[src/rtl/rx_fsm_if.sv]
// Receiver-side serial handshake bundle for rx_fsm.
// master = receiver, slave = line driver / frame consumer.
interface rx_fsm_if #(
  parameter int DATA_BITS = 8
);
  logic                 Rx;
  logic                 RTS;
  logic [DATA_BITS-1:0] Rx_Data_Out;
  logic                 Rx_Valid;
  logic                 Rx_Ack;
  logic                 Parity_Err;
  logic                 Frame_Err;

  modport master (
    input  Rx,
    input  Rx_Ack,
    output RTS,
    output Rx_Data_Out,
    output Rx_Valid,
    output Parity_Err,
    output Frame_Err
  );

  modport slave (
    output Rx,
    output Rx_Ack,
    input  RTS,
    input  Rx_Data_Out,
    input  Rx_Valid,
    input  Parity_Err,
    input  Frame_Err
  );
endinterface

[src/rtl/rx_fsm.sv]
// Bit-per-clock serial frame receiver: start, MSB-first data, parity, stops.
// Define RX_PARITY_CHECK_EN to enable even-parity error reporting.
module rx_fsm #(
  parameter int STOP_BITS = 2,
  parameter int DATA_BITS = 8
) (
  input  logic      Clk,
  input  logic      Rst,
  rx_fsm_if.master  bus
);

  localparam int MAXC = (DATA_BITS > STOP_BITS) ? DATA_BITS : STOP_BITS;
  localparam int CW   = $clog2(MAXC) + 1;

  typedef enum logic [2:0] {
    IDLE,
    DATA,
    PARITY,
    STOP,
    FULL
  } state_t;

  state_t               state;
  logic [CW-1:0]        cnt;
  logic [DATA_BITS-1:0] sh;
  logic                 p_err;
  logic                 f_err;
  logic                 rts;
  logic                 valid;
  logic [DATA_BITS-1:0] data_out;
  logic                 pe_out;
  logic                 fe_out;

  always_ff @(posedge Clk) begin
    if (Rst) begin
      state    <= IDLE;
      cnt      <= '0;
      sh       <= '0;
      p_err    <= 1'b0;
      f_err    <= 1'b0;
      rts      <= 1'b1;
      valid    <= 1'b0;
      data_out <= '0;
      pe_out   <= 1'b0;
      fe_out   <= 1'b0;
    end else begin
      unique case (state)
        IDLE: begin
          if (!bus.Rx) begin
            state <= DATA;
            cnt   <= CW'(DATA_BITS - 1);
            f_err <= 1'b0;
            rts   <= 1'b0;
          end
        end
        DATA: begin
          sh <= DATA_BITS'({sh, bus.Rx});
          if (cnt == '0) begin
            state <= PARITY;
          end else begin
            cnt <= cnt - 1'b1;
          end
        end
        PARITY: begin
`ifdef RX_PARITY_CHECK_EN
          p_err <= (^sh) ^ bus.Rx;
`else
          p_err <= 1'b0;
`endif
          state <= STOP;
          cnt   <= CW'(STOP_BITS - 1);
        end
        STOP: begin
          // Outputs load only here so a held frame survives the next one.
          if (cnt == '0) begin
            state    <= FULL;
            valid    <= 1'b1;
            data_out <= sh;
            pe_out   <= p_err;
            fe_out   <= f_err | ~bus.Rx;
          end else begin
            cnt   <= cnt - 1'b1;
            f_err <= f_err | ~bus.Rx;
          end
        end
        FULL: begin
          if (bus.Rx_Ack) begin
            state <= IDLE;
            valid <= 1'b0;
            rts   <= 1'b1;
          end
        end
        default: begin
          state <= IDLE;
          rts   <= 1'b1;
          valid <= 1'b0;
        end
      endcase
    end
  end

  assign bus.RTS         = rts;
  assign bus.Rx_Valid    = valid;
  assign bus.Rx_Data_Out = data_out;
  assign bus.Parity_Err  = pe_out;
  assign bus.Frame_Err   = fe_out;

endmodule

[src/flat_wrapper.sv]
// flat-port wrapper written by rule: the top's interface ports become plain ports
module rx_fsm_flat 
#(
  parameter int STOP_BITS = 2,
  parameter int DATA_BITS = 8
)
  (Clk, Rst, bus_Rx, bus_Rx_Ack, bus_RTS, bus_Rx_Data_Out, bus_Rx_Valid, bus_Parity_Err, bus_Frame_Err);
  rx_fsm_if #(.DATA_BITS(DATA_BITS)) bus_i ();
  input  logic Clk;
  input  logic Rst;
  input wire logic [$bits(bus_i.Rx)-1:0] bus_Rx;
  input wire logic [$bits(bus_i.Rx_Ack)-1:0] bus_Rx_Ack;
  output wire logic [$bits(bus_i.RTS)-1:0] bus_RTS;
  output wire logic [$bits(bus_i.Rx_Data_Out)-1:0] bus_Rx_Data_Out;
  output wire logic [$bits(bus_i.Rx_Valid)-1:0] bus_Rx_Valid;
  output wire logic [$bits(bus_i.Parity_Err)-1:0] bus_Parity_Err;
  output wire logic [$bits(bus_i.Frame_Err)-1:0] bus_Frame_Err;
  assign bus_i.Rx = bus_Rx;
  assign bus_i.Rx_Ack = bus_Rx_Ack;
  assign bus_RTS = bus_i.RTS;
  assign bus_Rx_Data_Out = bus_i.Rx_Data_Out;
  assign bus_Rx_Valid = bus_i.Rx_Valid;
  assign bus_Parity_Err = bus_i.Parity_Err;
  assign bus_Frame_Err = bus_i.Frame_Err;
  rx_fsm #(.STOP_BITS(STOP_BITS), .DATA_BITS(DATA_BITS)) u_core (.Clk(Clk), .Rst(Rst), .bus(bus_i));
endmodule
[config.mk]
export PLATFORM = sky130hd
export DESIGN_NAME = rx_fsm_flat
export DESIGN_NICKNAME = d
export VERILOG_FILES = /design/src/rtl/rx_fsm_if.sv /design/src/rtl/rx_fsm.sv /design/src/flat_wrapper.sv
export SDC_FILE = /design/constraint.sdc
export NUM_CORES = 1
export LEC_CHECK = 0
export BUFFER_PORTS_ARGS = -buffer_cell sky130_fd_sc_hd__buf_2
export CAP_MARGIN = 20
export CORE_ASPECT_RATIO = 1.75
export CORE_MARGIN = 3
export CORE_UTILIZATION = 44
export DETAILED_ROUTE_END_ITERATION = 16
export GPL_ROUTABILITY_DRIVEN = 0
export PLACE_DENSITY = 0.67
export SLEW_MARGIN = 20
export SYNTH_ARGS = -nofsm -noshare
export SYNTH_HDL_FRONTEND = slang
export SYNTH_SLANG_ARGS = --single-unit
[constraint.sdc]
create_clock -name Clk -period 1.8 [get_ports Clk]
set_input_delay 0.09 -clock Clk [delete_from_list [all_inputs] [get_ports Clk]]
set_output_delay 0.09 -clock Clk [all_outputs]
set_load 0.02 [all_outputs]
Yosys cells after proc, flatten, opt, wreduce, memory -nomap -nowiden
Cells that the tools add are included.
{"block": "totals", "word_cells": 52, "regBits": 27, "out_inout_bits": 12}
{"block": "classes", "reduce_logical": 13, "add_sub_neg": 1, "n_eq_ne": 10, "mux": 16, "bitwise": 4}
{"cell": "case mux 3 bit (5 select lines)", "n": 1}
{"cell": "2-to-1 mux 3 bit", "n": 4}
{"cell": "case mux 4 bit (3 select lines)", "n": 1}
{"cell": "AND reduction 3 bit", "n": 4}
{"cell": "2-to-1 mux 4 bit", "n": 2}
{"cell": "!= test 2 bit, second input constant", "n": 4}
{"cell": "== test 3 x 2 -> 1 bit, second input constant", "n": 2}
{"cell": "case mux 1 bit (3 select lines)", "n": 2}
{"cell": "OR reduction 3 bit", "n": 2}
{"cell": "2-to-1 mux 1 bit", "n": 5}
{"cell": "logical NOT 4 bit", "n": 1}
{"cell": "!= test 2 x 1 -> 1 bit, second input constant", "n": 2}
{"cell": "AND reduction 4 bit", "n": 1}
{"cell": "subtractor 4 x 1 -> 4 bit, second input constant", "n": 1}
{"cell": "== test 3 x 1 -> 1 bit, second input constant", "n": 1}
{"cell": "== test 3 bit, second input constant", "n": 1}
{"cell": "logical NOT 3 bit", "n": 1}
{"cell": "NOT 1 bit", "n": 3}
{"cell": "nonzero test 3 bit", "n": 1}
{"cell": "case mux 1 bit (2 select lines)", "n": 1}
{"cell": "AND reduction 2 bit", "n": 1}
{"cell": "nonzero test 2 bit", "n": 1}
{"cell": "OR reduction 2 bit", "n": 1}
{"cell": "OR 1 bit", "n": 1}

Depth between registers and ports, before layout
Gate-level depths: netlist of run 1.
{"block": "depth", "depth_word": 4, "ltp_mapped": 6, "ltp_nobuf": 5}

Least setup slack after synthesis of run 1
OpenSTA, ideal clock, no wires.
{"block": "synth_path", "kind": "reg2reg", "start": "register u_core.cnt[0]", "end": "register u_core.cnt[2]", "setup_ns": 0.086, "period_less_slack_ns": 1.495, "stages_incl_launch_ff": 6, "arrival_ns": 1.408, "required_time_ns": 1.714, "setup_slack_ns": 0.305, "path_buffers": 0, "path_cell_list": "dfxtp_1 > inv_1 > ha_1 > nor4bb_4 > or3_4 > a221oi_2"}
{"block": "synth_between", "elab_chain_cells": 3, "elab_cells_between_ends": 6}
{"item": "start: declaration", "line_no": "rx_fsm.sv:24", "rtl": "logic [CW-1:0] cnt;"}
{"item": "start signal: assignment", "line_no": "rx_fsm.sv:51", "rtl": "cnt <= CW'(DATA_BITS - 1);"}
{"item": "start signal: assignment", "line_no": "rx_fsm.sv:61", "rtl": "cnt <= cnt - 1'b1;"}
{"item": "start signal: assignment", "line_no": "rx_fsm.sv:71", "rtl": "cnt <= CW'(STOP_BITS - 1);"}
{"item": "subtractor 4 x 1 -> 4 bit or logical NOT 4 bit (tied branches)"}
{"item": "2-to-1 mux 4 bit or != test 2 bit (tied branches)"}
{"item": "case mux 4 bit (3 select lines) or AND reduction 3 bit (tied branches)"}
Several ways; a longest one is shown, not always the timed one. The select of a mux whose other input is x is not followed.
A chain may end at the register's enable or synchronous reset.

Worst setup path after layout of run 1
{"block": "layout_path", "start": "register u_core.cnt[0]", "end": "register u_core.cnt[0]"}
The elaborated chain is that of the path after synthesis.

==> flow_summary.ini, run 1 <==
[status]
status = finished clean

[routing]
drc = 0
avgRoutedWirePerCell_um = 13.7
antenna_left = 0
wirelength_um = 2220
dr.pass1.iters = 4
num_vias = 938
viasPerCell = 5.79
drt_iter0_drc = 26

[timing]
setup_viol = 0
max_freq_mhz = 600
fin_tns_setup_ns = 0
fin_crit_sh = 0.926
drv_slew = 0
fin_skew_ns = 0.00813
post-route-min-period_ns = 1.67
hold_violations = 0
hold_ws_ns = 0.155
grt_setup_unrepaired = false

[die]
die-area_mm2 = 0.00347
coreArea_mm2 = 0.00258
die_h_um = 75.8
pin_count = 16
row_count = 24
die_w_um = 45.9
initial_core_util = 0.474

[cells_and_area]
antenna_cells = 0
finalNetCount = 142
final_layout_size_suffix_gt1_frac = 0.221
final_common_cell = dfxtp_1
instances_no_fill = 162
multi_input_comb_area_um2 = 593
final_cell_mix = dfxtp_1, buf_2, a21oi_1
seqCellArea_um2 = 541
fillers = 245
synthToLayoutAreaGrowth_pct = 7.57

[global_route]
grt_pass1_vias = 877
grt_max_degree = 29
antenna_found_initial = 0
grt_pass1_wl_um = 3780
grt.overflow.total = 0
track_usage = 0.144

[clock_tree]
clock_path_buffers = 2
post_cts_buffers = 0
postCtsHoldBufs = 0
cts_htree_levels = 1
clk_pin_slew_ns = 0.09
cts_sinks = 27
cts_made_buffers = 3
cts_tree = yes
clk_latency_ns = 0.27
cts_resized = 0
root_buffer = clkbuf_8

[setup_path]
path_max_fanout = 13
crit_path_start_kind = flop
worstPathRequired_ns = 1.98
arrival_ns = 1.84
worst_setup_path_end_kind = flop
path_class = reg2reg

[power_and_ir_drop]
p_seq_frac = 0.499
power.internal_mw = 0.985
net-switching-power_mw = 0.458
ir_drop_uv = 681
leakage_nw = 0.507
power_frac_clock = 0.229
p_comb_frac = 0.272
p_sw_frac = 0.317
finalPower_mw = 1.44
powerDensity_mw_per_mm2 = 1100

[synth]
yosys.area.top_type_share = 0.442
yosysTopAreaCell = dfxtp_1
yosys_warnings = 0
synth_cell_types = 42
synth_cells = 127
synth_area_leaders = dfxtp_1, mux2i_1, a21oi_1
syn-num-nets = 132
synthesis.area_mm2 = 0.00122
yosysSeqAreaShare = 0.442
ys_ff_latch = 27
synth_area_per_cell_um2 = 9.64

[placement]
dpl.hpwl_um = 1640
io_buffers = 14
dp.cells = 158

[flow_run]
drv_cap = 0

[min_path]
min_path_type = in2reg
-- power by group through the flow --
stage                     combinational (mW)  clock, mW  sequential [mW]
after floorplan                        0.395          0            0.693
after global placement                 0.384          0            0.731
after detailed placement               0.394          0            0.733
after CTS                              0.396      0.347            0.720
after global routing                   0.433      0.365            0.733
final                                  0.393      0.331            0.720
-- logic make-up (layout without fill, tap and decap cells) --
logic type	after synthesis	after routing	synth area share
DFF	27	27	0.442
buffers and inverters	16	25	0.0736
muxes	11	11	0.0900
other	1	1	0.00306
and+or+nand+nor	38	38	0.209
AOI/OAI and AO/OA	31	31	0.158
adders and majority gates	1	1	0.0102
xor gates and xnor gates	2	2	0.0143
-- cell usage after synthesis, drive strengths merged --
cell     n
inv      5
nor2    10
mux2i   11
nor2b    1
nor4     1
or3      2
xnor2    1
nor3b    3
a31oi    1
nand3    9
a21oi   12
a221oi   2
nor4b    1
nand4b   1
o311ai   1
nand2b   3
or3b     1
conb     1
nor3     2
and3b    1
xor2     1
nor4bb   1
ha       1
o31a     1
nand3b   1
a211oi   1
o22a     1
clkbuf   4
o41ai    1
or2      1
buf      7
o21ai   10
o22ai    1
dfxtp   27
-- state kept, by name, indices dropped and copies added, names as in the netlist --
name / count
u_core.bus.Rx_Data_Out: 8
u_core.sh: 8
u_core.cnt: 4
u_core.state: 3
u_core.bus.Frame_Err: 1
u_core.bus.RTS: 1
u_core.bus.Rx_Valid: 1
u_core.f_err: 1
-- routing by layer --
metal  routed length, um  vias to the layer above  share of wire  GRT usage
met5                   0                        -              0          0
met2                1100                       23           0.50      0.238
li1                    -                      469              -          -
met3                 110                        8          0.050     0.0165
met1                 927                      438           0.42      0.176
met4                  77                        0          0.035     0.0823
-- layout make-up --
class,instances,share of cell area
well taps,26,0.0247
flip-flops and latches,27,0.411
repair buffers,16,0.0646
clock buffers,3,0.0314
inverters,5,0.0143
multi-input cells,84,0.451
clock inverters,1,0.00380
-- metrics by stage --
stage | setup slack, ns | cell area, um2 | util
floorplan | 0.305 | 1220 | -
global placement | 0.213 | 1270 | 0.492
detailed placement | 0.145 | 1270 | 0.492
CTS | 0.128 | 1320 | 0.510
global route | 0.00543 | 1320 | 0.510
finish | 0.134 | 1320 | 0.510
-- critical path: stages (launching register included) --
cell,delay (ns)
dfxtp_1,0.35
inv_1,0.08
ha_1,0.21
or3b_4,0.49
mux2i_1,0.15
a221oi_1,0.29
-- worst paths after layout --
kind                                          start                                endpoint  slack (ns)  cells after the start
min reg2reg  u_core.bus.Rx_Data_Out[0]$_SDFFE_PP0P_  u_core.bus.Rx_Data_Out[0]$_SDFFE_PP0P_        0.47                      2
max reg2reg              u_core.cnt[0]$_SDFFE_PP0P_              u_core.cnt[0]$_SDFFE_PP0P_        0.13                      5
max                      u_core.cnt[0]$_SDFFE_PP0P_              u_core.cnt[0]$_SDFFE_PP0P_        0.13                      5
min                                          bus_Rx               u_core.sh[0]$_SDFFE_PP0P_        0.16                      3
No activity file was read; power rests on OpenSTA's default activity.
==> run 2, diff against run 1 <==
--- a/config.mk
+++ b/config.mk
@@ -13,7 +13,7 @@
 export DETAILED_ROUTE_END_ITERATION = 16
 export GPL_ROUTABILITY_DRIVEN = 0
 export PLACE_DENSITY = 0.67
-export SLEW_MARGIN = 20
+export SLEW_MARGIN = 25
 export SYNTH_ARGS = -nofsm -noshare
 export SYNTH_HDL_FRONTEND = slang
 export SYNTH_SLANG_ARGS = --single-unit
==> constraint.sdc (replaced) <==
create_clock -name Clk -period 2.1 [get_ports Clk]
set_input_delay 0.105 -clock Clk [delete_from_list [all_inputs] [get_ports Clk]]
set_output_delay 0.105 -clock Clk [all_outputs]
set_load 0.02 [all_outputs]
==> flow_summary.ini, run 2 (same netlist as run 1, synthesis figures left out) <==
[status]
status = finished clean

[timing]
slew_headroom = 0.667
fin_tns_setup_ns = 0
worst_slack_ns = 0.408
fin_skew_ns = 0.00337
hold_ws_ns = 0.163
fin_crit_sh = 0.806
max_freq_mhz = 591
hold_violations = 0
grt_setup_unrepaired = false
drv_slew = 0
setup_viol = 0
post-route-min-period_ns = 1.69
tightest_slew_ns = 0.497

[routing]
avgRoutedWirePerCell_um = 14.1
num_vias = 920
drt_iter0_drc = 22
wirelength_um = 2270
viasPerCell = 5.71
dr.pass1.iters = 4
drc = 0
antenna_left = 0

[setup_path]
path_max_fanout = 13
path_class = reg2reg
worst_setup_path_end_kind = flop
crit_path_start_kind = flop
r2r_slack_ns = 0.41
reg2reg_to = u_core.cnt[0]$_SDFFE_PP0P_
timing.rr.start = u_core.cnt[0]$_SDFFE_PP0P_
arrival_ns = 1.86
worstPathRequired_ns = 2.27
ff2ff_path_depth = 5

[placement]
io_buffers = 14
pre_cts_ws_ns = 0.432
postPlaceCellArea_mm2 = 0.00126
dpl.hpwl_um = 1660

[cells_and_area]
finalInstanceArea_mm2 = 0.00131
final_common_cell = dfxtp_1
fillers = 248
postLayoutCoreUtil = 0.506
antenna_cells = 0
final_cell_mix = dfxtp_1, buf_2, a21oi_1
finalNetCount = 141
final_layout_size_suffix_gt1_frac = 0.207
synthToLayoutAreaGrowth_pct = 6.85

[power_and_ir_drop]
p_sw_frac = 0.320
ir_drop_uv = 509
power_frac_clock = 0.234
p_seq_frac = 0.502
p_comb_frac = 0.263
power.internal_mw = 0.837
powerDensity_mw_per_mm2 = 942
leakage_nw = 0.499
net-switching-power_mw = 0.394

[clock_tree]
cts_sinks = 27
cts_made_buffers = 3
cts_tree = yes
cts_resized = 0
post_cts_buffers = 0
clock_path_buffers = 2
postCtsHoldBufs = 0
root_buffer = clkbuf_8
clk_pin_slew_ns = 0.09
cts_htree_levels = 1
clk_latency_ns = 0.27

[min_path]
hp-start = bus_Rx_Ack
hold_end = u_core.bus.Rx_Valid$_SDFFE_PP0P_
min_path_type = in2reg
holdPathStages = 3

[die]
row_count = 24
die_h_um = 75.8
coreArea_mm2 = 0.00258
pin_count = 16
die_w_um = 45.9
initial_core_util = 0.474
die-area_mm2 = 0.00347

[flow_run]
drv_cap = 0

[global_route]
grt_pass1_wl_um = 3880
grt_max_degree = 29
track_usage = 0.150
antenna_found_initial = 0
grt_pass1_vias = 847
grt.overflow.total = 0
==> run 2: how the worst max path moves through the flow <==
stage,start,endpoint,slack [ns],depth (start not counted)
global placement,u_core.cnt[0]$_SDFFE_PP0P_,u_core.cnt[0]$_SDFFE_PP0P_,0.51,5
detailed placement,u_core.cnt[0]$_SDFFE_PP0P_,u_core.cnt[0]$_SDFFE_PP0P_,0.43,5
CTS,u_core.cnt[0]$_SDFFE_PP0P_,u_core.cnt[0]$_SDFFE_PP0P_,0.40,5
global route,u_core.cnt[0]$_SDFFE_PP0P_,u_core.cnt[0]$_SDFFE_PP0P_,0.26,5
finish,u_core.cnt[0]$_SDFFE_PP0P_,u_core.cnt[0]$_SDFFE_PP0P_,0.41,5
floorplan,u_core.cnt[0]$_SDFFE_PP0P_,u_core.cnt[2]$_SDFFE_PP0P_,0.61,5
==> run 2: cell type report <==
class	count	area, um2	share of cell area
multi-input combinational	84	593	0.454
sequential	27	541	0.413
timing repair buffer	15	77.6	0.0593
clock buffer	4	45.0	0.0344
tap	26	32.5	0.0249
inverter	5	18.8	0.0144
==> run 2: worst max-delay path, stage by stage (launching register included) <==
cell and delay (ns):
dfxtp_1 0.35, inv_1 0.09, ha_1 0.22, or3b_4 0.49, mux2i_1 0.15, a221oi_1 0.30
==> run 2: power by group through the flow <==
| stage | sequential (mW) | combinational, mW | clock, mW |
|---|---|---|---|
| after floorplan | 0.594 | 0.339 | 0 |
| after global placement | 0.627 | 0.318 | 0 |
| after global routing | 0.626 | 0.364 | 0.321 |
| final | 0.618 | 0.324 | 0.289 |
| after detailed placement | 0.629 | 0.327 | 0 |
| after CTS | 0.618 | 0.329 | 0.299 |
==> run 2: per-layer routing <==
layer | GRT usage | vias to the layer above | share of wire
li1 | - | 470 | -
met3 | 0.0142 | 4 | 0.038
met4 | 0.0854 | 0 | 0.020
met2 | 0.248 | 17 | 0.50
met5 | 0 | - | 0
met1 | 0.184 | 429 | 0.44
==> run 2: through the flow <==
step                cells  power, mW
finish                161       1.23
global route          161       1.31
CTS                   161       1.25
detailed placement    157      0.956
global placement      157      0.945
floorplan             127      0.933
